--- src/rtl/param_updown_counter.sv ---
// rtl/param_updown_counter.sv - parametrised up/down counter with modulus, load, clear and wrap/saturate
`timescale 1ns/1ps

module param_updown_counter #(
    parameter int               WIDTH     = 8,
    parameter logic [WIDTH-1:0] MAX_VALUE = {WIDTH{1'b1}},
    parameter bit               SATURATE  = 1'b0
) (
    input  logic             Clock,
    input  logic             Clear_b,
    input  logic             SyncClear,
    input  logic             Load,
    input  logic [WIDTH-1:0] LoadValue,
    input  logic             Enable,
    input  logic             Up,
    output logic [WIDTH-1:0] CounterValue,
    output logic             AtMax,
    output logic             AtZero,
    output logic             Wrap
);

    localparam logic [WIDTH-1:0] ZERO = '0;
    localparam logic [WIDTH-1:0] ONE  = {{(WIDTH-1){1'b0}}, 1'b1};

    logic [WIDTH-1:0] load_clamped;
    logic [WIDTH-1:0] count_next;
    logic             wrap_next;

    // Loads above the modulus are pinned to the top count so the range invariant holds.
    always_comb begin
        load_clamped = (LoadValue > MAX_VALUE) ? MAX_VALUE : LoadValue;
    end

    // Next count and wrap pulse; priority is clear, then load, then enabled count, else hold.
    always_comb begin
        count_next = CounterValue;
        wrap_next  = 1'b0;
        if (SyncClear) begin
            count_next = ZERO;
        end else if (Load) begin
            count_next = load_clamped;
        end else if (Enable) begin
            if (Up) begin
                if (CounterValue < MAX_VALUE) begin
                    count_next = CounterValue + ONE;
                end else if (!SATURATE) begin
                    count_next = ZERO;
                    wrap_next  = 1'b1;
                end
            end else begin
                if (CounterValue != ZERO) begin
                    count_next = CounterValue - ONE;
                end else if (!SATURATE) begin
                    count_next = MAX_VALUE;
                    wrap_next  = 1'b1;
                end
            end
        end
    end

    // Count and wrap registers; Clear_b discards everything immediately.
    always_ff @(posedge Clock or negedge Clear_b) begin
        if (!Clear_b) begin
            CounterValue <= ZERO;
            Wrap         <= 1'b0;
        end else begin
            CounterValue <= count_next;
            Wrap         <= wrap_next;
        end
    end

    assign AtMax  = (CounterValue == MAX_VALUE);
    assign AtZero = (CounterValue == ZERO);

endmodule

--- config.mk ---
export PLATFORM = sky130hd
export DESIGN_NAME = param_updown_counter
export DESIGN_NICKNAME = d
export VERILOG_FILES = /design/src/rtl/param_updown_counter.sv
export SDC_FILE = /design/constraint.sdc
export NUM_CORES = 1
export LEC_CHECK = 0
export BUFFER_PORTS_ARGS = -buffer_cell sky130_fd_sc_hd__buf_2
export CORE_AREA = 2 2 45 47
export DETAILED_ROUTE_END_ITERATION = 8
export DIE_AREA = 0 0 47 49
export PLACE_DENSITY = 0.72
export SYNTH_ARGS = -nofsm -noshare
export SYNTH_HDL_FRONTEND = slang
export SYNTH_SLANG_ARGS = --single-unit
--- constraint.sdc ---
create_clock -name Clock -period 2.8 [get_ports Clock]
set_input_delay 0.84 -clock Clock [delete_from_list [all_inputs] [get_ports Clock]]
set_output_delay 0.84 -clock Clock [all_outputs]
set_load 0.02 [all_outputs]
After elaboration in Yosys (flattened, before gate mapping)
Index checks and enable logic that the tools add are counted.
{"block": "word_totals", "reg_bits": 9, "in_bits": 14}
{"block": "classes", "add_sub_neg": 2, "n_lt_le_gt_ge": 2, "eq_ne": 1, "mux": 13, "reduce_logical": 3}
{"op": "8-bit 2-to-1 mux", "count": 7}
{"op": "8-bit by 1-bit adder with 8-bit output (second input constant)", "count": 1}
{"op": "8-bit == test (second input constant)", "count": 1}
{"op": "8-bit > comparator (second input constant)", "count": 1}
{"op": "8-bit logical NOT", "count": 1}
{"op": "8-bit < comparator (second input constant)", "count": 1}
{"op": "8-bit nonzero test", "count": 1}
{"op": "8-bit by 1-bit subtractor with 8-bit output (second input constant)", "count": 1}
{"op": "1-bit 2-to-1 mux", "count": 6}
{"op": "3-bit nonzero test", "count": 1}

Depth between registers and ports, before layout
Gate-level depths: netlist of the first run.
{"block": "logic_depth", "ltp_word": 6, "mapped_depth": 6, "mapped_depth_nobuf": 6}

Worst setup path after synthesis of the first run
OpenSTA, ideal clock, no wires.
{"block": "synth_path", "path_type": "reg2out", "from": "reg CounterValue[0]", "to": "out AtZero", "arrival_time_ns": 1.605, "required_ns": 1.960, "setup_slack_ns": 0.355, "path_stages_with_launch": 5, "n_path_buf": 0, "cell_sequence": "dfrtp_1 inv_1 ha_1 or3b_2 nor2_1"}
{"block": "synth_between", "elab_chain_len": 1}
{"element": "start, declared", "line_no": "16", "text": "output logic [WIDTH-1:0] CounterValue,"}
{"element": "start signal, assigned", "line_no": "67", "text": "CounterValue <= count_next;"}
{"element": "8-bit logical NOT", "line_no": "73", "text": "assign AtZero = (CounterValue == ZERO);"}
{"element": "end, declared", "line_no": "18", "text": "output logic AtZero,"}
No other way between the ends.

Final worst setup path of the first run
Ends and elaborated chain as after synthesis.

==> results.sh, run 1 <==
export IMPL_numCtsBuffers=3
export IMPL_run_status="complete, no violations"
export IMPL_ys_warn_count=0
export IMPL_p_leak_nw=0.461
export IMPL_post_cts_buffers=0
export IMPL_drtAntennaViolNets=0
export IMPL_core_region_area_um2=1840
export IMPL_worstMarginPinSlew_ns=0.605
export IMPL_cp_max_fo=8
export IMPL_ys_seq_area_share_pct=26.2
export IMPL_min_delay_path_class="in -> async"
export IMPL_die_x_um=47
export IMPL_dp_cells=158
export IMPL_antennaDiodeCount=0
export IMPL_drcViolationCount=0
export IMPL_port_buffers=24
export IMPL_synth_top_area_share_pct=26.2
export IMPL_post_route_min_period_ns=2.72
export IMPL_period_share_pct=97.2
export IMPL_synthTopCellsByArea="dfrtp_1, a21oi_1, nor3_1, ha_1, o21ai_0"
export IMPL_finish_utilization_pct=57.0
export IMPL_instances_no_fill=162
export IMPL_ys_ff_latch=9
export IMPL_drv_slew=0
export IMPL_clk_pin_slew_worst_paths_ns=0.07
export IMPL_crit_required_ns=1.96
export IMPL_vias=963
export IMPL_synth_flop_cell="dfrtp_1"
export IMPL_arrival_ns=1.88
export IMPL_fmax_mhz=368
export IMPL_row_count=16
export IMPL_drt_wirelength_per_cell_um=15.2
export IMPL_place_hpwl_um=1770
export IMPL_async_reset_ff_share_pct=100
export IMPL_first_iter_violations=25
export IMPL_cts_sinks=9
export IMPL_clk_latency_ns=0.27
export IMPL_grtUsageTotal_pct=23.9
export IMPL_finClkSkew_ns=0.00261
export IMPL_start_util_pct=46.7
export IMPL_tritoncts="built"
export IMPL_synth_edf_count=0
export IMPL_layout_drive_gt1_share_pct=28.9
export IMPL_grt_pass1_wl_um=3900
export IMPL_setup_viol=0
export IMPL_cts_hold_buf=0
export IMPL_drt_pass1_iterations=4
export IMPL_post_synth_cell_area_avg_um2=7.81
export IMPL_hold_viol=0
export IMPL_syn_to_final_growth_pct=22.1
export IMPL_grt_max_degree=19
export IMPL_maxCapViolations=0
export IMPL_end_kind="output pin"
export IMPL_yosysTopAreaCell="dfrtp_1"
export IMPL_drt_wl_total_um=2460
export IMPL_powerDensity_nw_per_um2=394
export IMPL_die_y_um=49
export IMPL_start_kind="flip-flop"
export IMPL_first_global_vias=869
export IMPL_vdd_drop_max_uv=213
export IMPL_netlist_instances=110
export IMPL_final_nets=153
export IMPL_synth_fp_nets=127
export IMPL_syn_area_um2=860
export IMPL_clk_path_buf_depth=2
export IMPL_slew_headroom_pct=59.3
export IMPL_worstSetupPathType="reg -> out"
export IMPL_gp_congestion=0.816
export IMPL_antenna_found_initial=0
export IMPL_yosysUniqueCellTypes=41
export IMPL_routed_via_density=5.94
export IMPL_root_buffer="clkbuf_4"
export IMPL_grt_overflow_total=0
export IMPL_io_pin_count=25
export IMPL_tns_ns=0
export IMPL_htree_levels=1
export IMPL_rsz0062_at_grt="false"
export IMPL_synthTopCellsByCount="a21oi_1, dfrtp_1, nand2_1, nor3_1"
export IMPL_die_area_um2=2300
registers in the layout (all words and copies together) (netlist names):
register      cells
CounterValue      8
Wrap              1
metrics by stage:
| step | cell area [um2] | power [mW] | hold slack [ns] | worst slack, ns |
|---|---|---|---|---|
| after global placement | 1020 | 0.300 | 0.647 | 0.396 |
| after CTS | 1050 | 0.413 | 0.417 | 0.0213 |
| after floorplan | 860 | 0.256 | 0.544 | 0.355 |
| after detailed placement | 1020 | 0.304 | 0.697 | 0.343 |
| after global routing | 1050 | 0.440 | 0.409 | 0.0157 |
| final | 1050 | 0.413 | 0.410 | 0.0794 |
what timing repair did:
item,CTS,global route
endpoints found under the hold margin,0,0
setup endpoints to repair,0,1
gates resized for setup,0,1
critical path: stages (launching register included):
cell and delay (ns):
dfrtp_1 0.46, inv_1 0.11, ha_1 0.15, or3b_2 0.51
nor2_2 0.18, buf_2 0.19
layout by cell type, fill, tap and decap left out, types with 4 or more instances in the layout:
cell	synthesis	final
nand2_1	8	8
a21oi_1	9	9
dfrtp_1	9	9
nor2b_1	4	4
inv_1	7	7
nor3_1	8	8
o21ai_0	7	7
nor3b_1	4	4
buf_2	0	24
buf_4	0	5
nand3_1	6	6
final timing paths:
path | from | slack, ns | cells past startpoint | endpoint
max reg2reg | CounterValue[0] | 0.57 | 6 | CounterValue[0]
min in group Clock | CounterValue[6] | 0.71 | 2 | CounterValue[6]
max in group asynchronous | Clear_b | 2.20 | 1 | CounterValue[1]
max | CounterValue[0] | 0.08 | 5 | AtZero
min | Clear_b | 0.41 | 1 | CounterValue[6]
min reg2reg | CounterValue[6] | 0.71 | 2 | CounterValue[6]
metal layers:
metal	wire length, um	global-route usage [%]	up-vias
li1	-	-	462
met2	1220	39.5	23
met4	57	12.5	0
met1	1110	28.5	473
met3	73	3.33	5
met5	0	0	-
cell families after synthesis:
logic type	synth area share [%]
AO/OA/AOI/OAI	29.3
XOR/XNOR	3.06
adder cells (fa/ha/maj)	4.37
buffers and inverters	6.55
flip-flops	26.2
multiplexers	3.64
AND/OR/NAND/NOR	26.9
power by group:
group	internal, mW	switching (mW)
Clock	0.0553	0.0533
Sequential	0.139	0.0163
Combinational	0.0613	0.0880
Total	0.256	0.158
cell type report:
class                      instances  area (um2)
inverter                           7        26.3
multi-input combinational         86         581
sequential                         9         225
fill                             195         792
clock buffer                       4        26.3
tap                               27        33.8
timing repair buffer              29         158
(Power assumes the default switching activity.)
==> run 2: changes to the inputs <==
--- a/config.mk
+++ b/config.mk
@@ -6,10 +6,10 @@
 export NUM_CORES = 1
 export LEC_CHECK = 0
 export BUFFER_PORTS_ARGS = -buffer_cell sky130_fd_sc_hd__buf_2
-export CORE_AREA = 2 2 45 47
+export CORE_AREA = 2 2 47 49
 export DETAILED_ROUTE_END_ITERATION = 8
-export DIE_AREA = 0 0 47 49
-export PLACE_DENSITY = 0.72
+export DIE_AREA = 0 0 49 51
+export PLACE_DENSITY = 0.69
 export SYNTH_ARGS = -nofsm -noshare
 export SYNTH_HDL_FRONTEND = slang
 export SYNTH_SLANG_ARGS = --single-unit
==> constraint.sdc (replaced) <==
create_clock -name Clock -period 2.3 [get_ports Clock]
set_input_delay 0.69 -clock Clock [delete_from_list [all_inputs] [get_ports Clock]]
set_output_delay 0.69 -clock Clock [all_outputs]
set_load 0.02 [all_outputs]
==> run 2 against run 1 <==
  * Clock-buffer cell count did not move
  * Global-route usage fell by 2.6 points
  * Via count rose by 4.4%
  * Routed wire length fell by 0.45%
  * Utilization fell by 1.9 points
  * First-iteration DRC count fell by 24%
  * Register-to-register slack got worse by 0.24 ns
  * Final area rose by 8.2%
  * Critical path type unchanged
  * Largest power group is now combinational logic
  * Highest routed layer unchanged
==> results.sh, run 2 (same netlist as run 1, synthesis figures left out) <==
export IMPL_grt_use_met2_pct=35.6
export IMPL_grtUsageTotal_pct=21.3
export IMPL_critPathBufInv=2
export IMPL_syn_to_final_growth_pct=32.2
export IMPL_reg_top3="CounterValue: 8 flops, Wrap: 1 flops"
export IMPL_min_delay_path_class="in -> async"
export IMPL_die_x_um=49
export IMPL_crit_required_ns=1.61
export IMPL_first_iter_violations=19
export IMPL_clk_pin_slew_worst_paths_ns=0.06
export IMPL_drt_wl_total_um=2450
export IMPL_r2r_end="CounterValue[0]"
export IMPL_hold_viol=0
export IMPL_die_y_um=51
export IMPL_crit_chain="inv_1 > ha_1 > or3b_4 > nor2_4 > buf_4"
export IMPL_drt_wirelength_per_cell_um=14.3
export IMPL_gp_congestion=0.936
export IMPL_drt_pass1_iterations=4
export IMPL_final_nets=162
export IMPL_arrival_ns=1.51
export IMPL_root_buffer="clkbuf_4"
export IMPL_critical_path_top_delay_family="simple AND/OR/NAND/NOR gates"
export IMPL_top_register="CounterValue"
export IMPL_numCtsBuffers=3
export IMPL_startpoint="CounterValue[0]"
export IMPL_vdd_drop_max_uv=211
export IMPL_finish_utilization_pct=55.1
export IMPL_fmax_mhz=455
export IMPL_clk_path_buf_depth=2
export IMPL_worstSetupPathType="reg -> out"
export IMPL_r2r_setup_slack_ns=0.33
export IMPL_slew_headroom_pct=63.9
export IMPL_p_leak_nw=0.506
export IMPL_seq_area_um2=225
export IMPL_place_hpwl_um=1860
export IMPL_powerDensity_nw_per_um2=458
export IMPL_cp_num_cells=5
export IMPL_cp_max_fo=5
export IMPL_grt_max_degree=19
export IMPL_antennaDiodeCount=0
export IMPL_tns_ns=0
export IMPL_antenna_found_initial=0
export IMPL_port_buffers=24
export IMPL_grt_use_met3_pct=1.75
export IMPL_drcViolationCount=0
export IMPL_grt_pass1_wl_um=4170
export IMPL_gr_usage_met1_pct=28.4
export IMPL_r2r_start="CounterValue[3]"
export IMPL_slowest_stage="or3b_4"
export IMPL_setup_viol=0
export IMPL_htree_levels=1
export IMPL_vias=1005
export IMPL_start_util_pct=41.7
export IMPL_post_route_min_period_ns=2.20
export IMPL_die_area_um2=2500
export IMPL_maxCapViolations=0
export IMPL_final_cell_mix="buf_2, buf_4, dfrtp_1, a21oi_1, nand2_1"
export IMPL_tritoncts="built"
export IMPL_cts_sinks=9
export IMPL_routed_via_density=5.84
export IMPL_io_pin_count=25
export IMPL_period_share_pct=95.6
export IMPL_row_count=17
export IMPL_first_global_vias=952
export IMPL_endpoint="AtZero"
export IMPL_largest_reg_flops=8
export IMPL_top_usage_layer="met2"
export IMPL_layout_drive_gt1_share_pct=34.7
export IMPL_core_region_area_um2=2060
export IMPL_drv_slew=0
export IMPL_fillerInstances=205
export IMPL_hold_worst_slack_ns=0.276
export IMPL_cts_hold_buf=0
export IMPL_run_status="complete, no violations"
export IMPL_multiInputGateArea_um2=596
export IMPL_r2r_cells=4
export IMPL_drtAntennaViolNets=0
export IMPL_grt_overflow_total=0
export IMPL_worstMarginPinSlew_ns=0.537
export IMPL_final_common_cell="buf_2"
export IMPL_end_kind="output pin"
export IMPL_rsz0062_at_grt="false"
export IMPL_start_kind="flip-flop"
export IMPL_finClkSkew_ns=0.00416
export IMPL_slowest_delay_ns=0.41
export IMPL_clk_latency_ns=0.26
==> run 2: changes by cell type in the layout (fill, tap and decap cells not counted), sizes merged <==
cell  delta
buf      +9
==> run 2: worst min-delay path by stage <==
| stage | cells past startpoint | end |
|---|---|---|
| after floorplan | 0 | CounterValue[0] |
| after global placement | 1 | CounterValue[5] |
| after detailed placement | 1 | CounterValue[3] |
| after CTS | 1 | CounterValue[1] |
| after global routing | 1 | CounterValue[3] |
| final | 1 | CounterValue[1] |
==> run 2: final cells by class <==
class | instances | share of cell area (%)
well taps | 28 | 3.08
multi-input cells | 86 | 52.4
repair buffers | 38 | 20.0
flip-flops and latches | 9 | 19.8
inverters | 7 | 2.31
clock buffers | 4 | 2.31
==> run 2: per-layer routing <==
| metal | wire (um) | vias up |
|---|---|---|
| met4 | 45 | 0 |
| met5 | 0 | - |
| met3 | 161 | 6 |
| met1 | 1040 | 474 |
| li1 | - | 482 |
| met2 | 1210 | 43 |
==> run 2: where the power goes <==
| part | total, mW | switching, mW | internal (mW) | leakage, nW |
|---|---|---|---|---|
| clock | 0.124 | 0.0570 | 0.0669 | 0.0150 |
| combinational | 0.218 | 0.124 | 0.0935 | 0.372 |
| sequential | 0.178 | 0.00849 | 0.169 | 0.119 |
==> run 2: timing repair <==
action / in CTS / in global routing
setup buffers: 0 / 0
gates cloned: 0 / 0
endpoints found under the setup margin: 1 / 2
gates resized for setup: 3 / 3
==> run 2: stage by stage <==
stage | cell area, um2 | cells | power, mW | worst slack [ns]
after floorplan | 860 | 110 | 0.312 | 0.00543
after global placement | 1090 | 168 | 0.385 | 0.234
after detailed placement | 1090 | 168 | 0.390 | 0.211
after CTS | 1120 | 172 | 0.519 | 0.0369
after global routing | 1140 | 172 | 0.556 | 0.0148
final | 1140 | 172 | 0.520 | 0.101
==> run 3: changes to the inputs <==
--- a/config.mk
+++ b/config.mk
@@ -6,10 +6,12 @@
 export NUM_CORES = 1
 export LEC_CHECK = 0
 export BUFFER_PORTS_ARGS = -buffer_cell sky130_fd_sc_hd__buf_2
-export CORE_AREA = 2 2 47 49
+export CORE_AREA = 2 2 46 48
+export CTS_BUF_LIST = sky130_fd_sc_hd__clkbuf_4
 export DETAILED_ROUTE_END_ITERATION = 8
-export DIE_AREA = 0 0 49 51
-export PLACE_DENSITY = 0.69
+export DIE_AREA = 0 0 48 50
+export PLACE_DENSITY = 0.72
+export SLEW_MARGIN = 5
 export SYNTH_ARGS = -nofsm -noshare
 export SYNTH_HDL_FRONTEND = slang
 export SYNTH_SLANG_ARGS = --single-unit
==> run 3 against run 2 <==
  * Largest power group unchanged
  * Critical endpoint unchanged
  * Combinational power is 3% higher
  * Total power is 5.7% higher
  * Global-route usage is 2.1 points higher
  * Worst setup slack worse by 0.047 ns
  * Worst hold slack worse by 0.016 ns
==> results.sh, run 3 (same netlist as run 1, synthesis figures left out) <==
export IMPL_instances_no_fill=172
export IMPL_drt_wl_total_um=2550
export IMPL_start_util_pct=45.2
export IMPL_die_y_um=50
export IMPL_grt_max_degree=18
export IMPL_io_pin_count=25
export IMPL_finish_utilization_pct=60.0
export IMPL_hold_viol=0
export IMPL_min_delay_path_class="in -> async"
export IMPL_cp_max_fo=3
export IMPL_powerDensity_nw_per_um2=481
export IMPL_core_region_area_um2=1900
export IMPL_root_buffer="clkbuf_4"
export IMPL_final_nets=163
export IMPL_grt_overflow_total=0
export IMPL_vias=1022
export IMPL_drcViolationCount=0
export IMPL_period_share_pct=97.7
export IMPL_arrival_ns=1.56
export IMPL_htree_levels=1
export IMPL_antennaDiodeCount=0
export IMPL_finClkSkew_ns=0.00327
export IMPL_post_route_min_period_ns=2.25
export IMPL_layout_drive_gt1_share_pct=35.2
export IMPL_rsz0062_at_grt="false"
export IMPL_run_status="complete, no violations"
export IMPL_die_x_um=48
export IMPL_die_area_um2=2400
export IMPL_reg_top3="CounterValue: 8 flops, Wrap: 1 flops"
export IMPL_slew_headroom_pct=64.4
export IMPL_port_buffers=24
export IMPL_tns_ns=0
export IMPL_gp_congestion=0.855
export IMPL_clk_path_buf_depth=2
export IMPL_drv_slew=0
export IMPL_cts_hold_buf=0
export IMPL_first_iter_violations=37
export IMPL_grt_pass1_wl_um=4060
export IMPL_r2r_setup_slack_ns=0.14
export IMPL_dp_cells=167
export IMPL_maxCapViolations=0
export IMPL_setup_viol=0
export IMPL_routed_via_density=5.94
export IMPL_row_count=16
export IMPL_clk_pin_slew_worst_paths_ns=0.07
export IMPL_cts_sinks=9
export IMPL_grtUsageTotal_pct=23.4
export IMPL_place_hpwl_um=1800
export IMPL_clk_latency_ns=0.28
export IMPL_end_kind="output pin"
export IMPL_crit_required_ns=1.61
export IMPL_start_kind="flip-flop"
export IMPL_largest_reg_flops=8
export IMPL_drt_pass1_iterations=4
export IMPL_antenna_found_initial=0
export IMPL_first_global_vias=935
export IMPL_worstMarginPinSlew_ns=0.530
export IMPL_numCtsBuffers=3
export IMPL_r2r_start="CounterValue[1]"
export IMPL_p_leak_nw=0.514
export IMPL_r2r_end="CounterValue[0]"
export IMPL_worstSetupPathType="reg -> out"
export IMPL_r2r_cells=7
export IMPL_tritoncts="built"
export IMPL_fmax_mhz=445
export IMPL_drt_wirelength_per_cell_um=14.8
export IMPL_drtAntennaViolNets=0
export IMPL_top_register="CounterValue"
export IMPL_final_common_cell="buf_2"
export IMPL_vdd_drop_max_uv=252
export IMPL_syn_to_final_growth_pct=32.8
export IMPL_final_cell_mix="buf_2, buf_4, dfrtp_1, a21oi_1"
run 3: how the worst max path moves through the flow:
stage	from	endpoint	depth (start not counted)
final	CounterValue[1]	AtZero	5
after global placement	CounterValue[0]	AtZero	5
after detailed placement	CounterValue[1]	AtZero	5
after floorplan	CounterValue[0]	AtZero	4
after CTS	CounterValue[1]	AtMax	5
after global routing	CounterValue[1]	AtMax	5
run 3: worst max-delay path, cell delays in order (launching register included):
cell and delay (ns):
dfrtp_1 0.39, inv_1 0.08, ha_1 0.15, or3b_4 0.41
nor2_4 0.10, buf_4 0.14
run 3: metal layers:
| layer | part of all wire, % | wire length (um) | track usage, % | up-vias |
|---|---|---|---|---|
| met2 | 47 | 1200 | 35.1 | 52 |
| met3 | 7.6 | 194 | 2.56 | 5 |
| met4 | 2.2 | 56 | 12.6 | 0 |
| li1 | - | - | - | 485 |
| met1 | 43 | 1090 | 31.6 | 480 |
| met5 | 0 | 0 | 0 | - |
run 3: stage by stage:
step	power, mW	setup slack (ns)	area (um2)	hold WS, ns
2_1_floorplan	0.312	0.00543	860	0.394
3_3_place_gp	0.384	0.242	1090	0.556
3_5_place_dp	0.388	0.212	1090	0.565
4_1_cts	0.538	0.0438	1130	0.272
5_1_grt	0.577	0.00354	1140	0.281
6_report	0.549	0.0540	1140	0.260
run 3: layout make-up:
| type | instances | area [um2] |
|---|---|---|
| clock buffer | 4 | 30.0 |
| fill | 170 | 761 |
| inverter | 7 | 26.3 |
| multi-input combinational | 86 | 591 |
| sequential | 9 | 225 |
| tap | 27 | 33.8 |
| timing repair buffer | 39 | 235 |
run 3: power breakdown:
group / internal (mW) / leakage [nW] / switching (mW) / total (mW)
sequential: 0.169 / 0.119 / 0.00818 / 0.178
combinational: 0.0966 / 0.377 / 0.127 / 0.224
clock: 0.0792 / 0.0184 / 0.0687 / 0.148
run 3: what timing repair did:
action                     4_1_cts  5_1_grt
buffers inserted                 0        1
setup endpoints to repair        1        2
gates cloned                     0        0
gates resized for setup          3        2
